[config.mk]
export PLATFORM = sky130hd
export DESIGN_NAME = mem_port_arbiter
export DESIGN_NICKNAME = d
export VERILOG_FILES = /design/src/rtl/mem_port_arbiter.sv
export SDC_FILE = /design/constraint.sdc
export NUM_CORES = 1
export LEC_CHECK = 0
export CAP_MARGIN = 25
export CORE_AREA = 2 2 112 114
export CTS_CLUSTER_DIAMETER = 60
export DETAILED_ROUTE_END_ITERATION = 6
export DIE_AREA = 0 0 114 116
export PLACE_DENSITY = 0.54
export SETUP_SLACK_MARGIN = 0.15
export SYNTH_ARGS = -nofsm -noshare
export SYNTH_HDL_FRONTEND = slang
export SYNTH_SLANG_ARGS = --single-unit
[constraint.sdc]
create_clock -name clk_i -period 3.75 [get_ports clk_i]
set_clock_uncertainty 0.15 [all_clocks]
set_input_delay 0.375 -clock clk_i [delete_from_list [all_inputs] [get_ports clk_i]]
set_output_delay 0.375 -clock clk_i [all_outputs]
set_load 0.02 [all_outputs]
[src/rtl/mem_port_arbiter.sv]
`timescale 1ns/1ps
// mem_port_arbiter: shares BRAM port B between the core load/store path (M0)
// and an auxiliary master (M1). It grants one access per cycle, routes the
// winner's address, data and byte enables to the memory, and returns read
// data or range errors to the right master after the fixed BRAM latency.
module mem_port_arbiter #(
  parameter int ADDR_W       = 13,
  parameter int READ_LATENCY = 1,
  parameter int FIXED_PRIO   = 0,
  parameter int STARVE_MAX   = 8
) (
  input  logic              clk_i,
  input  logic              rst_n_i,
  input  logic              m0_req_i,
  input  logic [3:0]        m0_we_i,
  input  logic [31:0]       m0_addr_i,
  input  logic [31:0]       m0_wdata_i,
  output logic              m0_gnt_o,
  output logic              m0_rvalid_o,
  output logic [31:0]       m0_rdata_o,
  output logic              m0_err_o,
  input  logic              m1_req_i,
  input  logic [3:0]        m1_we_i,
  input  logic [31:0]       m1_addr_i,
  input  logic [31:0]       m1_wdata_i,
  output logic              m1_gnt_o,
  output logic              m1_rvalid_o,
  output logic [31:0]       m1_rdata_o,
  output logic              m1_err_o,
  output logic [ADDR_W-1:0] mem_addr_o,
  output logic [3:0]        mem_we_o,
  output logic [31:0]       mem_din_o,
  input  logic [31:0]       mem_dout_i
);

  localparam int CNT_W = $clog2(STARVE_MAX + 1);

  typedef enum logic {
    OWNER_M0 = 1'b0,
    OWNER_M1 = 1'b1
  } owner_e;

  typedef struct packed {
    logic   valid;
    owner_e owner;
    logic   err;
  } resp_t;

  owner_e           last_grant;
  logic [CNT_W-1:0] starve_cnt;
  resp_t            pipe [READ_LATENCY];

  logic        m1_wins;
  logic        gnt0;
  logic        gnt1;
  logic        gnt_any;
  logic [3:0]  sel_we;
  logic [31:0] sel_addr;
  logic [31:0] sel_wdata;
  logic        sel_oor;
  resp_t       new_resp;
  resp_t       head;

  // Byte-lane offset bits never reach the word-addressed port.
  logic unused_addr_lsbs;
  assign unused_addr_lsbs = ^{m0_addr_i[1:0], m1_addr_i[1:0]};

  // Grant decision: single requester wins outright; contention is settled by
  // round-robin or by M0 priority with the M1 starvation guard.
  always_comb begin
    // NOTE: every always_comb output gets a default first so no path leaves
    // it unassigned, which would otherwise infer a latch.
    m1_wins = 1'b0;
    gnt0    = 1'b0;
    gnt1    = 1'b0;
    if (m0_req_i && m1_req_i) begin
      if (FIXED_PRIO != 0) begin
        m1_wins = (starve_cnt == CNT_W'(STARVE_MAX - 1));
      end else begin
        m1_wins = (last_grant == OWNER_M0);
      end
      gnt0 = !m1_wins;
      gnt1 = m1_wins;
    end else begin
      gnt0 = m0_req_i;
      gnt1 = m1_req_i;
    end
  end

  assign gnt_any  = gnt0 | gnt1;
  assign m0_gnt_o = gnt0;
  assign m1_gnt_o = gnt1;

  // Route the winner to the memory; with no grant the M0 payload is shown
  // but writes are disabled.
  always_comb begin
    sel_we    = m0_we_i;
    sel_addr  = m0_addr_i;
    sel_wdata = m0_wdata_i;
    if (gnt1) begin
      sel_we    = m1_we_i;
      sel_addr  = m1_addr_i;
      sel_wdata = m1_wdata_i;
    end
    sel_oor    = |sel_addr[31:ADDR_W+2];
    mem_addr_o = sel_addr[ADDR_W+1:2];
    mem_din_o  = sel_wdata;
    mem_we_o   = (gnt_any && !sel_oor) ? sel_we : 4'b0000;
  end

  // Reads and every out-of-range access produce a response; in-range writes
  // complete silently.
  always_comb begin
    new_resp.valid = gnt_any && ((sel_we == 4'b0000) || sel_oor);
    new_resp.owner = gnt1 ? OWNER_M1 : OWNER_M0;
    new_resp.err   = sel_oor;
  end

  // Arbitration history: last winner for round-robin, denied-cycle count
  // for the starvation guard.
  always_ff @(posedge clk_i or negedge rst_n_i) begin
    if (!rst_n_i) begin
      last_grant <= OWNER_M1;
      starve_cnt <= '0;
    end else begin
      // NOTE: state registers use non-blocking assignments so every flop
      // samples pre-edge values regardless of statement order.
      if (gnt_any) begin
        last_grant <= gnt1 ? OWNER_M1 : OWNER_M0;
      end
      if ((FIXED_PRIO != 0) && m1_req_i && !gnt1) begin
        starve_cnt <= starve_cnt + CNT_W'(1);
      end else begin
        starve_cnt <= '0;
      end
    end
  end

  // Response tags travel alongside the BRAM read so they line up with
  // mem_dout_i.
  always_ff @(posedge clk_i or negedge rst_n_i) begin
    if (!rst_n_i) begin
      // NOTE: the tag pipeline is cleared entry by entry; a stale valid bit
      // surviving reset would fire a spurious rvalid after release.
      for (int i = 0; i < READ_LATENCY; i++) begin
        pipe[i] <= '0;
      end
    end else begin
      pipe[0] <= new_resp;
      for (int i = 1; i < READ_LATENCY; i++) begin
        pipe[i] <= pipe[i-1];
      end
    end
  end

  assign head = pipe[READ_LATENCY-1];

  // Steer the returning response to its owner; data is zero unless a
  // clean read is being returned.
  always_comb begin
    m0_rvalid_o = head.valid && (head.owner == OWNER_M0);
    m1_rvalid_o = head.valid && (head.owner == OWNER_M1);
    m0_err_o    = m0_rvalid_o && head.err;
    m1_err_o    = m1_rvalid_o && head.err;
    m0_rdata_o  = (m0_rvalid_o && !head.err) ? mem_dout_i : 32'h0;
    m1_rdata_o  = (m1_rvalid_o && !head.err) ? mem_dout_i : 32'h0;
  end

endmodule
# Word-level counts from Yosys, hierarchy flattened

Cells that the tools add are included.

Bits in registers: 4
Bits of input ports: 172
Logic and storage cells: 32

Reduce and logical (&&, ||, !) cells: 15
Bitwise logic cells: 3
Multiplexer cells: 10

Operator list:

| cell              | number |
|---|---|
| $mux 32           | 4 |
| $reduce_or 17->1  | 1 |
| $logic_and 1x1->1 | 9 |
| $mux 4            | 2 |
| $logic_not 4->1   | 1 |
| $mux 1            | 4 |
| $logic_not 1->1   | 3 |
| $not 1->1         | 2 |
| $logic_or 1x1->1  | 1 |
| $or 1x1->1        | 1 |

# Logic depth before layout (Yosys ltp)

Gate-level depths: netlist of the first run.

Depth in word-level cells: 8
Gate-level depth with buffers: 5

# Worst setup path after synthesis of the first run

Ideal clock, no wire load.

Path type: flip-flop to output port
Start point: register last_grant
End point: output mem_we_o[0]
Required time: 3.225 ns
Path slack: 1.616 ns
Data arrival time: 1.609 ns
Cell stages (with the launch flop): 6
Path through: dfstp_2 a21boi_2 or4_1 nor2_1 o22ai_1 nor2_1

Word-level cells in the longest chain between the ends: 8
Elaborated cells between the ends (all ways): 12
Those cells by class: mux (6); bitwise (2); reduce/logical (4)

Ends and longest elaborated chain:

| element                  | RTL line | text |
|---|---|---|
| start: declaration       | 49       | `owner_e last_grant;` |
| start signal: assignment | 129      | `last_grant <= gnt1 ? OWNER_M1 : OWNER_M0;` |
| $not 1->1 *              | 80       | `m1_wins = (last_grant == OWNER_M0);` |
| $mux 1 *                 | 76       | `if (m0_req_i && m1_req_i) begin` |
| $mux 1                   | 76       |  |
| $mux 32                  | 100      | `if (gnt1) begin` |
| $reduce_or 17->1         | 105      | `sel_oor = \|sel_addr[31:ADDR_W+2];` |
| $logic_not 1->1          | 108      | `mem_we_o = (gnt_any && !sel_oor) ? sel_we : 4'b0000;` |
| $logic_and 1x1->1        | 108      |  |
| $mux 4 *                 | 108      |  |
| end: declaration         | 31       | `output logic [3:0] mem_we_o,` |

Mark *: on every way between the ends. The rest lies on a longest branch, timed or not. The select of a mux whose other input is x is not followed.

# Worst setup path in the final report of the first run

Start point: input m1_req_i
End point: output mem_addr_o[0]

Word-level cells in the longest chain between the ends: 3

Ends and longest elaborated chain:

| element            | RTL line | text |
|---|---|---|
| start: declaration | 22       | `input logic m1_req_i,` |
| $logic_and 1x1->1  | 76       |  |
| $mux 1 *           | 76       |  |
| $mux 32 *          | 100      |  |
| end: declaration   | 30       | `output logic [ADDR_W-1:0] mem_addr_o,` |

Mark *: on every way between the ends. The rest lies on a longest branch, timed or not.

==> run summary, run 1 <==
### Cells and area
- **final design area excluding fillers** 4420 µm²
- **fillers** 1272
- **most frequent cells in the layout** 286 x clkdlybuf4s50_1, 66 x and2_1, 45 x mux2_2
- **antenna diode instance count** 0
- **commonest non-fill, non-tap cell in the layout** clkdlybuf4s50_1
- **layout-stage area growth over the synthesis result** 239%
- **proportion of layout cells with a drive suffix above 1** 0.121
- **number of nets in the final layout** 621

### Critical path
- **critical-path maximum fanout** 42
- **delay of the slowest cell on the worst path** 0.58 ns
- **crit-path cells** clkdlybuf4s50_1 > a21boi_4 > buf_4 > mux2_2 > clkdlybuf4s50_1
- **number of cell instances on the worst register-to-register path** 4
- **critical-path cell with the highest stage delay** clkdlybuf4s50_1
- **type of the worst setup path** in -> out
- **WP data arrival** 2.65 ns
- **category of the worst setup path capture point** output port
- **kind of start point of the critical path** input pin
- **most repeated library cell on the critical path** clkdlybuf4s50_1
- **required time at the endpoint of the critical path** 3.22 ns

### Yosys
- **register bit total from synthesis** 4
- **number of nets in the synthesized netlist** 337
- **post-synth top area share** 0.389
- **cell types occupying the most area after synthesis** mux2_2 39%, and2_1 32%, dfrtp_1 5.8%
- **number of warning messages in the yosys log** 0
- **sequential area share after synthesis** 0.0778
- **instance count of the mapped netlist** 165
- **post-synthesis cell area** 1300 µm²
- **mean instance size in the synthesized netlist** 7.89 µm²
- **unique cell type count in the Yosys netlist** 22
- **cell type contributing the most total cell area after synthesis** mux2_2

### CTS
- **number of hold buffers added after cts** 0
- **PostCTS Resize Cnt** 0
- **H-Tree Level Count** 1
- **number of buffers on the longest clock path** 2
- **cell at the root of the clock tree** clkbuf_16
- **buffers inserted during post-CTS setup optimization** 0
- **clock tree sinks** 4
- **Skew-Pair Late Insertion Delay** 0.22 ns
- **TritonCTS clock tree** yes
- **clock slew seen by the registers of the worst setup and hold paths** 0.03 ns
- **number of CTS-inserted buffers** 3

### Power and ir drop
- **VDD IR-drop max** 107 µV
- **Pwr Density** 152 nW/µm²
- **fraction of power consumed by combinational cells** 0.671
- **part of the power in the clock network** 0.253
- **overall power of the completed layout** 0.673 mW
- **switching share of power** 0.285
- **Static Leak** 1.62 nW
- **sequential cell fraction of total power** 0.076
- **internal power consumption** 0.481 mW
- **net switching component of the power** 0.192 mW

### Drt
- **WL final** 9.09 mm
- **DR WL/cell** 15.3 µm
- **vias** 2311
- **ratio of routed vias to standard cells** 3.88
- **antenna-violating nets left** 0
- **1st-iter DRT viols** 38
- **Pre-Repair DR Iteration Count** 4
- **count of unresolved DRC violations after routing** 0

### Global route
- **Tot GR Track Use** 0.123
- **initial antenna violation count** 0
- **vias in the first global route** 2356
- **residual overflow from global routing** 0
- **maximum number of pins on one net before global-route repair** 43
- **first-pass GRT wire length** 12.7 mm

### Floorplanning
- **Std-Cell Core Area** 11900 µm²
- **standard-cell row count** 40
- **I/O Pins** 291
- **area enclosed by the die boundary** 13200 µm²
- **effective utilization at floorplan** 0.109
- **Horiz. Die Dim** 114 µm
- **height of the chip** 116 µm

### Placement
- **final weighted congestion in routability-driven placement** 0.735
- **total cell area at the placement stage** 4340 µm²
- **Post-DP HPWL** 8.34 mm
- **Port Buffers** 286

### Run
- **max-cap violation count** 0

### STA
- **Total Neg Setup Slack** 0 ns
- **final-report max-slew violation count** 0
- **Tmin final** 3.18 ns
- **unrepaired setup endpoints after global routing** no
- **Worst Max-Slew Pin Slew** 0.533 ns
- **Setup-failing EPs final** 0
- **crit share post-route** 0.847
- **Final Hold Vio Count** 0
- **timing-limited maximum frequency** 315 MHz
- **Max-slew headroom** 0.645

### Run status
- **result of the run** finished clean

### Min path
- **class of the most critical hold timing path** in -> async

-- critical path, delay by kind of cell --
family | cells | cell delay (ns)
buffers and inverters | 3 | 1.60
multiplexers | 1 | 0.39
AO/OA/AOI/OAI | 1 | 0.26
-- state kept, by name, summed over array words and instances, names as in the netlist --
register	count
head	3
last_grant	1
-- final cells by class --
class,count,area [µm²],share of cell area
sequential,4,101,0.0229
timing repair buffer,290,2890,0.655
inverter,1,3.75,0.000850
multi-input combinational,149,1160,0.262
clock buffer,4,78.8,0.0178
tap,147,184,0.0416
-- cells by family after synthesis --
group | after synthesis | share of synthesized area
flip-flops | 4 | 0.0778
buffers and inverters | 12 | 0.0394
multiplexers | 49 | 0.420
AND/OR/NAND/NOR | 94 | 0.429
AO/OA/AOI/OAI | 6 | 0.0336
-- power by group through the flow --
stage / logic (mW) / registers (mW) / clock network, mW
after global routing: 0.477 / 0.0519 / 0.179
after detailed placement: 0.457 / 0.0518 / 0
after global placement: 0.455 / 0.0515 / 0
final: 0.451 / 0.0513 / 0.170
after CTS: 0.459 / 0.0513 / 0.173
after floorplan: 0.159 / 0.0504 / 0
-- metrics by stage --
stage	hold slack (ns)	std cells	worst slack [ns]	util
after floorplan	-0.0706	165	1.62	-
after global routing	0.220	595	0.430	0.371
after detailed placement	0.363	591	0.522	0.364
final	0.207	595	0.575	0.371
after global placement	0.354	591	0.519	0.364
after CTS	0.210	595	0.518	0.371
-- synthesized netlist by cell type --
library cell,number
nor2b_1,3
a21boi_2,1
clkbuf_1,6
o22ai_1,1
nor4_1,7
buf_2,5
nand2_1,2
mux2_2,45
mux2i_1,4
and3_1,1
and2_1,66
a21boi_0,1
or4_1,2
o22a_1,1
dfstp_2,1
nand4_1,2
dfrtp_1,3
a21oi_1,1
o21ai_0,1
inv_1,1
nor3_1,1
nor2_1,10
-- final timing paths --
check / from / to / slack (ns)
setup / recovery: m1_req_i / mem_addr_o[0] / 0.57
hold / removal: rst_n_i / head[1] / 0.21
max in group asynchronous: rst_n_i / last_grant / 3.00
hold reg to reg: last_grant / last_grant / 0.37
min in group clk_i: last_grant / last_grant / 0.37
setup reg to reg: last_grant / head[2] / 1.93
-- routing by layer --
layer,part of all wire,global-route usage,up-vias
met5,0,0,-
met4,0.011,0.0276,0
met3,0.14,0.0523,6
met2,0.55,0.259,169
met1,0.30,0.105,997
li1,-,-,1139
(Power assumes the default switching activity.)
==> run 2, diff against run 1 <==
--- a/config.mk
+++ b/config.mk
@@ -6,11 +6,11 @@
 export NUM_CORES = 1
 export LEC_CHECK = 0
 export CAP_MARGIN = 25
-export CORE_AREA = 2 2 112 114
+export CORE_AREA = 2 2 114 116
 export CTS_CLUSTER_DIAMETER = 60
 export DETAILED_ROUTE_END_ITERATION = 6
-export DIE_AREA = 0 0 114 116
-export PLACE_DENSITY = 0.54
+export DIE_AREA = 0 0 116 118
+export PLACE_DENSITY = 0.55
 export SETUP_SLACK_MARGIN = 0.15
 export SYNTH_ARGS = -nofsm -noshare
 export SYNTH_HDL_FRONTEND = slang
==> constraint.sdc (replaced) <==
create_clock -name clk_i -period 2.6 [get_ports clk_i]
set_clock_uncertainty 0.15 [all_clocks]
set_input_delay 0.26 -clock clk_i [delete_from_list [all_inputs] [get_ports clk_i]]
set_output_delay 0.26 -clock clk_i [all_outputs]
set_load 0.02 [all_outputs]
==> run summary, run 2 (same netlist as run 1, synthesis figures left out) <==
### Global route
- **Tot GR Track Use** 0.123, +0.000192
- **first-pass GRT wire length** 13.2 mm, +4.1%
- **vias in the first global route** 2502, +6.2%
- **residual overflow from global routing** 0, unchanged
- **maximum number of pins on one net before global-route repair** 33, -23%
- **initial antenna violation count** 0, unchanged

### Placement
- **DP Worst Slack** -0.252 ns, -0.774 ns
- **Cells after DPL** 622, +5.2%
- **final weighted congestion in routability-driven placement** 0.809, +10%
- **Port Buffers** 286, unchanged
- **Post-DP HPWL** 8.50 mm, +2.0%
- **total cell area at the placement stage** 4440 µm², +2.3%

### Critical path
- **WP data arrival** 1.98 ns, -0.67 ns
- **critical-path maximum fanout** 9, -79%
- **most repeated library cell on the critical path** buf_4
- **critical-path cell with the highest stage delay** clkdlybuf4s50_1
- **type of the worst setup path** in -> out
- **buffer and inverter count on the worst path** 4, +1
- **Top Family by Delay on Critical Path** buffers and inverters
- **crit-path cells** clkdlybuf4s50_1 > a21boi_4 > buf_4 > buf_4 > mux2_2 > dlygate4sd2_1
- **delay of the slowest cell on the worst path** 0.48 ns, -0.10 ns
- **kind of start point of the critical path** input pin
- **category of the worst setup path capture point** output port
- **required time at the endpoint of the critical path** 2.19 ns, -1.03 ns

### STA
- **Setup-failing EPs final** 0, unchanged
- **timing-limited maximum frequency** 418 MHz
- **Tmin final** 2.39 ns
- **unrepaired setup endpoints after global routing** yes
- **Max-slew headroom** 0.799, +0.154
- **Final Hold Vio Count** 0, unchanged
- **final critical-path setup slack** 0.206 ns, -0.369 ns
- **post-route worst hold slack** 0.0856 ns, -0.122 ns
- **final-report max-slew violation count** 0, unchanged
- **Total Neg Setup Slack** 0 ns, unchanged
- **crit share post-route** 0.921
- **Worst Max-Slew Pin Slew** 0.301 ns, -0.232 ns

### Cells and area
- **number of standard cells in the final layout excluding fillers** 626, +5.2%
- **number of nets in the final layout** 627, +0.97%
- **proportion of layout cells with a drive suffix above 1** 0.152, +0.0314
- **final design area excluding fillers** 4500 µm², +2.0%
- **layout-stage area growth over the synthesis result** 246%
- **commonest non-fill, non-tap cell in the layout** clkdlybuf4s50_1
- **antenna diode instance count** 0, unchanged
- **fillers** 1356, +6.6%
- **footprint of the multi-input gates** 1180 µm², +2.1%
- **most frequent cells in the layout** 225 x clkdlybuf4s50_1, 66 x and2_1, 45 x mux2_2
- **storage element area** 101 µm², unchanged
- **Util after Layout** 0.363, -0.00807
- **flip-flop count of the largest register, all copies and words added** 3, unchanged

### Power and ir drop
- **fraction of power consumed by combinational cells** 0.661, -0.010
- **part of the power in the clock network** 0.259, +0.006
- **VDD IR-drop max** 162 µV, +51%
- **net switching component of the power** 0.286 mW, +49%
- **switching share of power** 0.302, +0.0168
- **internal power consumption** 0.660 mW, +37%
- **Static Leak** 1.96 nW, +21%
- **Pwr Density** 210 nW/µm², +38%
- **overall power of the completed layout** 0.946 mW, +41%
- **sequential cell fraction of total power** 0.080, +0.004

### Drt
- **WL final** 9.24 mm, +1.7%
- **ratio of routed vias to standard cells** 3.81, -2.0%
- **count of unresolved DRC violations after routing** 0, unchanged
- **antenna-violating nets left** 0, unchanged
- **1st-iter DRT viols** 47, +24%
- **vias** 2382, +3.1%
- **DR WL/cell** 14.8 µm, -3.3%
- **Pre-Repair DR Iteration Count** 4, unchanged

### CTS
- **number of hold buffers added after cts** 0, unchanged
- **TritonCTS clock tree** yes
- **number of CTS-inserted buffers** 3, unchanged
- **H-Tree Level Count** 1, unchanged
- **clock tree sinks** 4, unchanged
- **cell at the root of the clock tree** clkbuf_16
- **clock slew seen by the registers of the worst setup and hold paths** 0.03 ns, about the same
- **Skew-Pair Late Insertion Delay** 0.22 ns, about the same
- **number of buffers on the longest clock path** 2, unchanged

### Floorplanning
- **Std-Cell Core Area** 12400 µm², +4.2%
- **effective utilization at floorplan** 0.105, -0.00443
- **height of the chip** 118 µm, +1.7%
- **Horiz. Die Dim** 116 µm, +1.8%
- **I/O Pins** 291, unchanged
- **area enclosed by the die boundary** 13700 µm², +3.5%
- **standard-cell row count** 41, +2.5%

### Min path
- **class of the most critical hold timing path** in -> async

### Run
- **max-cap violation count** 0, unchanged

### Run status
- **result of the run** finished clean

-- run 2: cell types whose count changed in the layout (fill, tap and decap cells not counted), sizes merged --
cell and delta:
buf +9, clkbuf +1, clkdlybuf4s50 -61, dlygate4sd2 +44, dlymetal6s2s +13
-- run 2: worst paths after layout --
path	from	end	slack, ns	cells after the start
setup / recovery	m1_req_i	mem_addr_o[11]	0.21	6
hold / removal	rst_n_i	head[0]	0.09	1
setup reg to reg	last_grant	head[2]	0.80	5
hold reg to reg	last_grant	last_grant	0.38	2
max in group asynchronous	rst_n_i	last_grant	1.98	1
min in group clk_i	last_grant	last_grant	0.38	2
-- run 2: final cells by class --
| class | count | area share |
|---|---|---|
| inverters | 1 | 0.000833 |
| clock buffers | 4 | 0.0175 |
| multi-input cells | 149 | 0.262 |
| well taps | 172 | 0.0478 |
| flip-flops and latches | 4 | 0.0225 |
| repair buffers | 296 | 0.649 |
-- run 2: power by group through the flow --
stage / clock (mW) / combinational [mW] / sequential [mW]
2_1_floorplan: 0 / 0.230 / 0.0727
3_3_place_gp: 0 / 0.672 / 0.0761
3_5_place_dp: 0 / 0.676 / 0.0756
4_1_cts: 0.250 / 0.632 / 0.0752
5_1_grt: 0.259 / 0.661 / 0.0762
6_report: 0.245 / 0.626 / 0.0756
-- run 2: layer usage --
metal | vias up | global-route usage | wire length, µm
met5 | - | 0 | 0
met4 | 0 | 0.0208 | 142
met3 | 8 | 0.0469 | 1250
met2 | 184 | 0.244 | 4720
met1 | 1046 | 0.120 | 3120
li1 | 1144 | - | -
-- run 2: timing repair --
| item | 4_1_cts | 5_1_grt |
|---|---|---|
| pin swaps | 1 | 1 |
| resized for setup | 58 | 20 |
| buffers inserted | 0 | 0 |
| cloned | 0 | 0 |
| setup endpoints to repair | 48 | 41 |
==> run 3, diff against run 2 <==
--- a/config.mk
+++ b/config.mk
@@ -11,7 +11,7 @@
 export DETAILED_ROUTE_END_ITERATION = 6
 export DIE_AREA = 0 0 116 118
 export PLACE_DENSITY = 0.55
-export SETUP_SLACK_MARGIN = 0.15
+export SETUP_SLACK_MARGIN = 0.4
 export SYNTH_ARGS = -nofsm -noshare
 export SYNTH_HDL_FRONTEND = slang
 export SYNTH_SLANG_ARGS = --single-unit
==> run summary, run 3 (same netlist as run 1, synthesis figures left out) <==
### Floorplanning
- **Horiz. Die Dim** 116 µm, unchanged
- **effective utilization at floorplan** 0.105, unchanged
- **height of the chip** 118 µm, unchanged
- **standard-cell row count** 41, unchanged
- **Std-Cell Core Area** 12400 µm², unchanged
- **area enclosed by the die boundary** 13700 µm², unchanged
- **I/O Pins** 291, unchanged

### Drt
- **vias** 2469, +3.7%
- **count of unresolved DRC violations after routing** 0, unchanged
- **antenna-violating nets left** 0, unchanged
- **1st-iter DRT viols** 27, -43%
- **WL final** 9.76 mm, +5.6%
- **DR WL/cell** 15.2 µm, +2.7%
- **ratio of routed vias to standard cells** 3.83, +0.76%
- **Pre-Repair DR Iteration Count** 2, -2

### Power and ir drop
- **sequential cell fraction of total power** 0.072, -0.008
- **switching share of power** 0.299, -0.00326
- **internal power consumption** 0.727 mW, +10%
- **VDD IR-drop max** 168 µV, +3.8%
- **net switching component of the power** 0.310 mW, +8.4%
- **fraction of power consumed by combinational cells** 0.691, +0.030
- **Static Leak** 2.20 nW, +12%
- **Pwr Density** 223 nW/µm², +6.2%
- **part of the power in the clock network** 0.237, -0.022

### Min path
- **class of the most critical hold timing path** in -> async

### Cells and area
- **antenna diode instance count** 0, unchanged
- **final design area excluding fillers** 4650 µm², +3.1%
- **flip-flop count of the largest register, all copies and words added** 3, unchanged
- **Util after Layout** 0.374, +0.0114
- **proportion of layout cells with a drive suffix above 1** 0.271, +0.119
- **most frequent cells in the layout** 160 x clkdlybuf4s50_1, 78 x dlygate4sd2_1, 66 x and2_1
- **layout-stage area growth over the synthesis result** 257%
- **commonest non-fill, non-tap cell in the layout** clkdlybuf4s50_1
- **number of nets in the final layout** 645, +2.9%

### CTS
- **cell at the root of the clock tree** clkbuf_16
- **clock slew seen by the registers of the worst setup and hold paths** 0.03 ns, about the same
- **number of buffers on the longest clock path** 2, unchanged
- **Skew-Pair Late Insertion Delay** 0.22 ns, about the same
- **clock tree sinks** 4, unchanged
- **number of hold buffers added after cts** 0, unchanged
- **number of CTS-inserted buffers** 3, unchanged
- **TritonCTS clock tree** yes
- **H-Tree Level Count** 1, unchanged

### STA
- **Setup-failing EPs final** 0, unchanged
- **final critical-path setup slack** 0.292 ns, +0.0862 ns
- **Final Hold Vio Count** 0, unchanged
- **timing-limited maximum frequency** 433 MHz, +3.7%
- **Worst Max-Slew Pin Slew** 0.263 ns, -0.0385 ns
- **Tmin final** 2.31 ns, -0.0862 ns
- **Max-slew headroom** 0.823, +0.0244
- **crit share post-route** 0.888, -0.0331
- **unrepaired setup endpoints after global routing** yes
- **final-report max-slew violation count** 0, unchanged

### Critical path
- **critical-path maximum fanout** 6, -3
- **buffer and inverter count on the worst path** 6, +2
- **delay of the slowest cell on the worst path** 0.57 ns, +0.09 ns
- **most repeated library cell on the critical path** buf_6
- **type of the worst setup path** reg -> out
- **kind of start point of the critical path** flop
- **Top Family by Delay on Critical Path** buffers and inverters
- **critical-path cell with the highest stage delay** dfstp_2
- **WP data arrival** 1.90 ns, -0.08 ns
- **required time at the endpoint of the critical path** 2.19 ns, about the same
- **crit-path cells** a21boi_4 > buf_8 > buf_6 > buf_12 > buf_8 > buf_6 > mux2_4 > buf_6
- **category of the worst setup path capture point** output port

### Placement
- **Port Buffers** 286, unchanged
- **Post-DP HPWL** 8.50 mm, unchanged
- **DP Worst Slack** -0.252 ns, unchanged
- **final weighted congestion in routability-driven placement** 0.809, unchanged
- **total cell area at the placement stage** 4440 µm², unchanged

### Global route
- **vias in the first global route** 2611, +4.4%
- **Tot GR Track Use** 0.132, +0.00832
- **initial antenna violation count** 0, unchanged
- **maximum number of pins on one net before global-route repair** 33, unchanged
- **residual overflow from global routing** 0, unchanged
- **first-pass GRT wire length** 14.1 mm, +6.5%

### Run status
- **result of the run** finished clean

### Run
- **max-cap violation count** 0, unchanged

[run 3: cell types whose count changed in the layout (fill, tap and decap cells not counted), moves of 8 or more]
cell,change
buf_6,+21
buf_2,+17
buf_4,+8
clkdlybuf4s50_1,-65
dlygate4sd2_1,+34
dlymetal6s2s_1,-12
[run 3: what timing repair did]
action,CTS,global route
endpoints found under the setup margin,114,53
buffers inserted,12,4
endpoints found under the hold margin,0,0
gates resized for setup,283,39
cloned,2,0
pin swaps,8,8
[run 3: per-layer routing]
layer | vias up | part of all wire | track usage
met5 | - | 0 | 0
met4 | 0 | 0.0048 | 0.0164
met3 | 4 | 0.13 | 0.0489
met2 | 176 | 0.53 | 0.262
met1 | 1109 | 0.34 | 0.130
li1 | 1180 | - | -
[run 3: worst paths after layout]
kind                       slack [ns]  cells past startpoint             to        from
hold reg to reg                  0.50                      3     last_grant  last_grant
setup / recovery                 0.29                      8  mem_addr_o[4]  last_grant
max in group asynchronous        1.98                      1     last_grant     rst_n_i
min in group clk_i               0.39                      3     last_grant    m0_req_i
hold / removal                   0.09                      1        head[0]     rst_n_i
setup reg to reg                 0.79                      9        head[2]  last_grant
[run 3: per-stage QoR]
stage / total power [mW] / instances / setup TNS (ns) / hold slack, ns
2_1_floorplan: 0.303 / 165 / 0 / -0.186
3_3_place_gp: 0.748 / 622 / -1.13 / 0.320
3_5_place_dp: 0.752 / 622 / -1.49 / 0.329
4_1_cts: 1.02 / 640 / 0 / 0.0909
5_1_grt: 1.09 / 644 / 0 / 0.0934
6_report: 1.04 / 644 / 0 / 0.0858
[run 3: cell type report]
cell class                 count  area, µm²
tap                          172        215
clock buffer                   4       78.8
timing repair buffer         314       3030
multi-input combinational    149       1220
fill                        1328       7770
inverter                       1       3.75
sequential                     4        101
[run 3: worst register-to-register path: cells and delay by family (launching register included)]
kind / cells / cell delay (ns)
buf+inv: 5 / 0.60
flops: 1 / 0.57
simple gates: 1 / 0.04
compound gates: 3 / 0.32
[run 3: power by group through the flow]
stage               Sequential [mW]  Clock, mW  Combinational, mW
global placement             0.0761          0              0.672
CTS                          0.0751      0.250              0.696
finish                       0.0751      0.245              0.716
detailed placement           0.0756          0              0.676
global route                 0.0757      0.259              0.755
floorplan                    0.0727          0              0.230
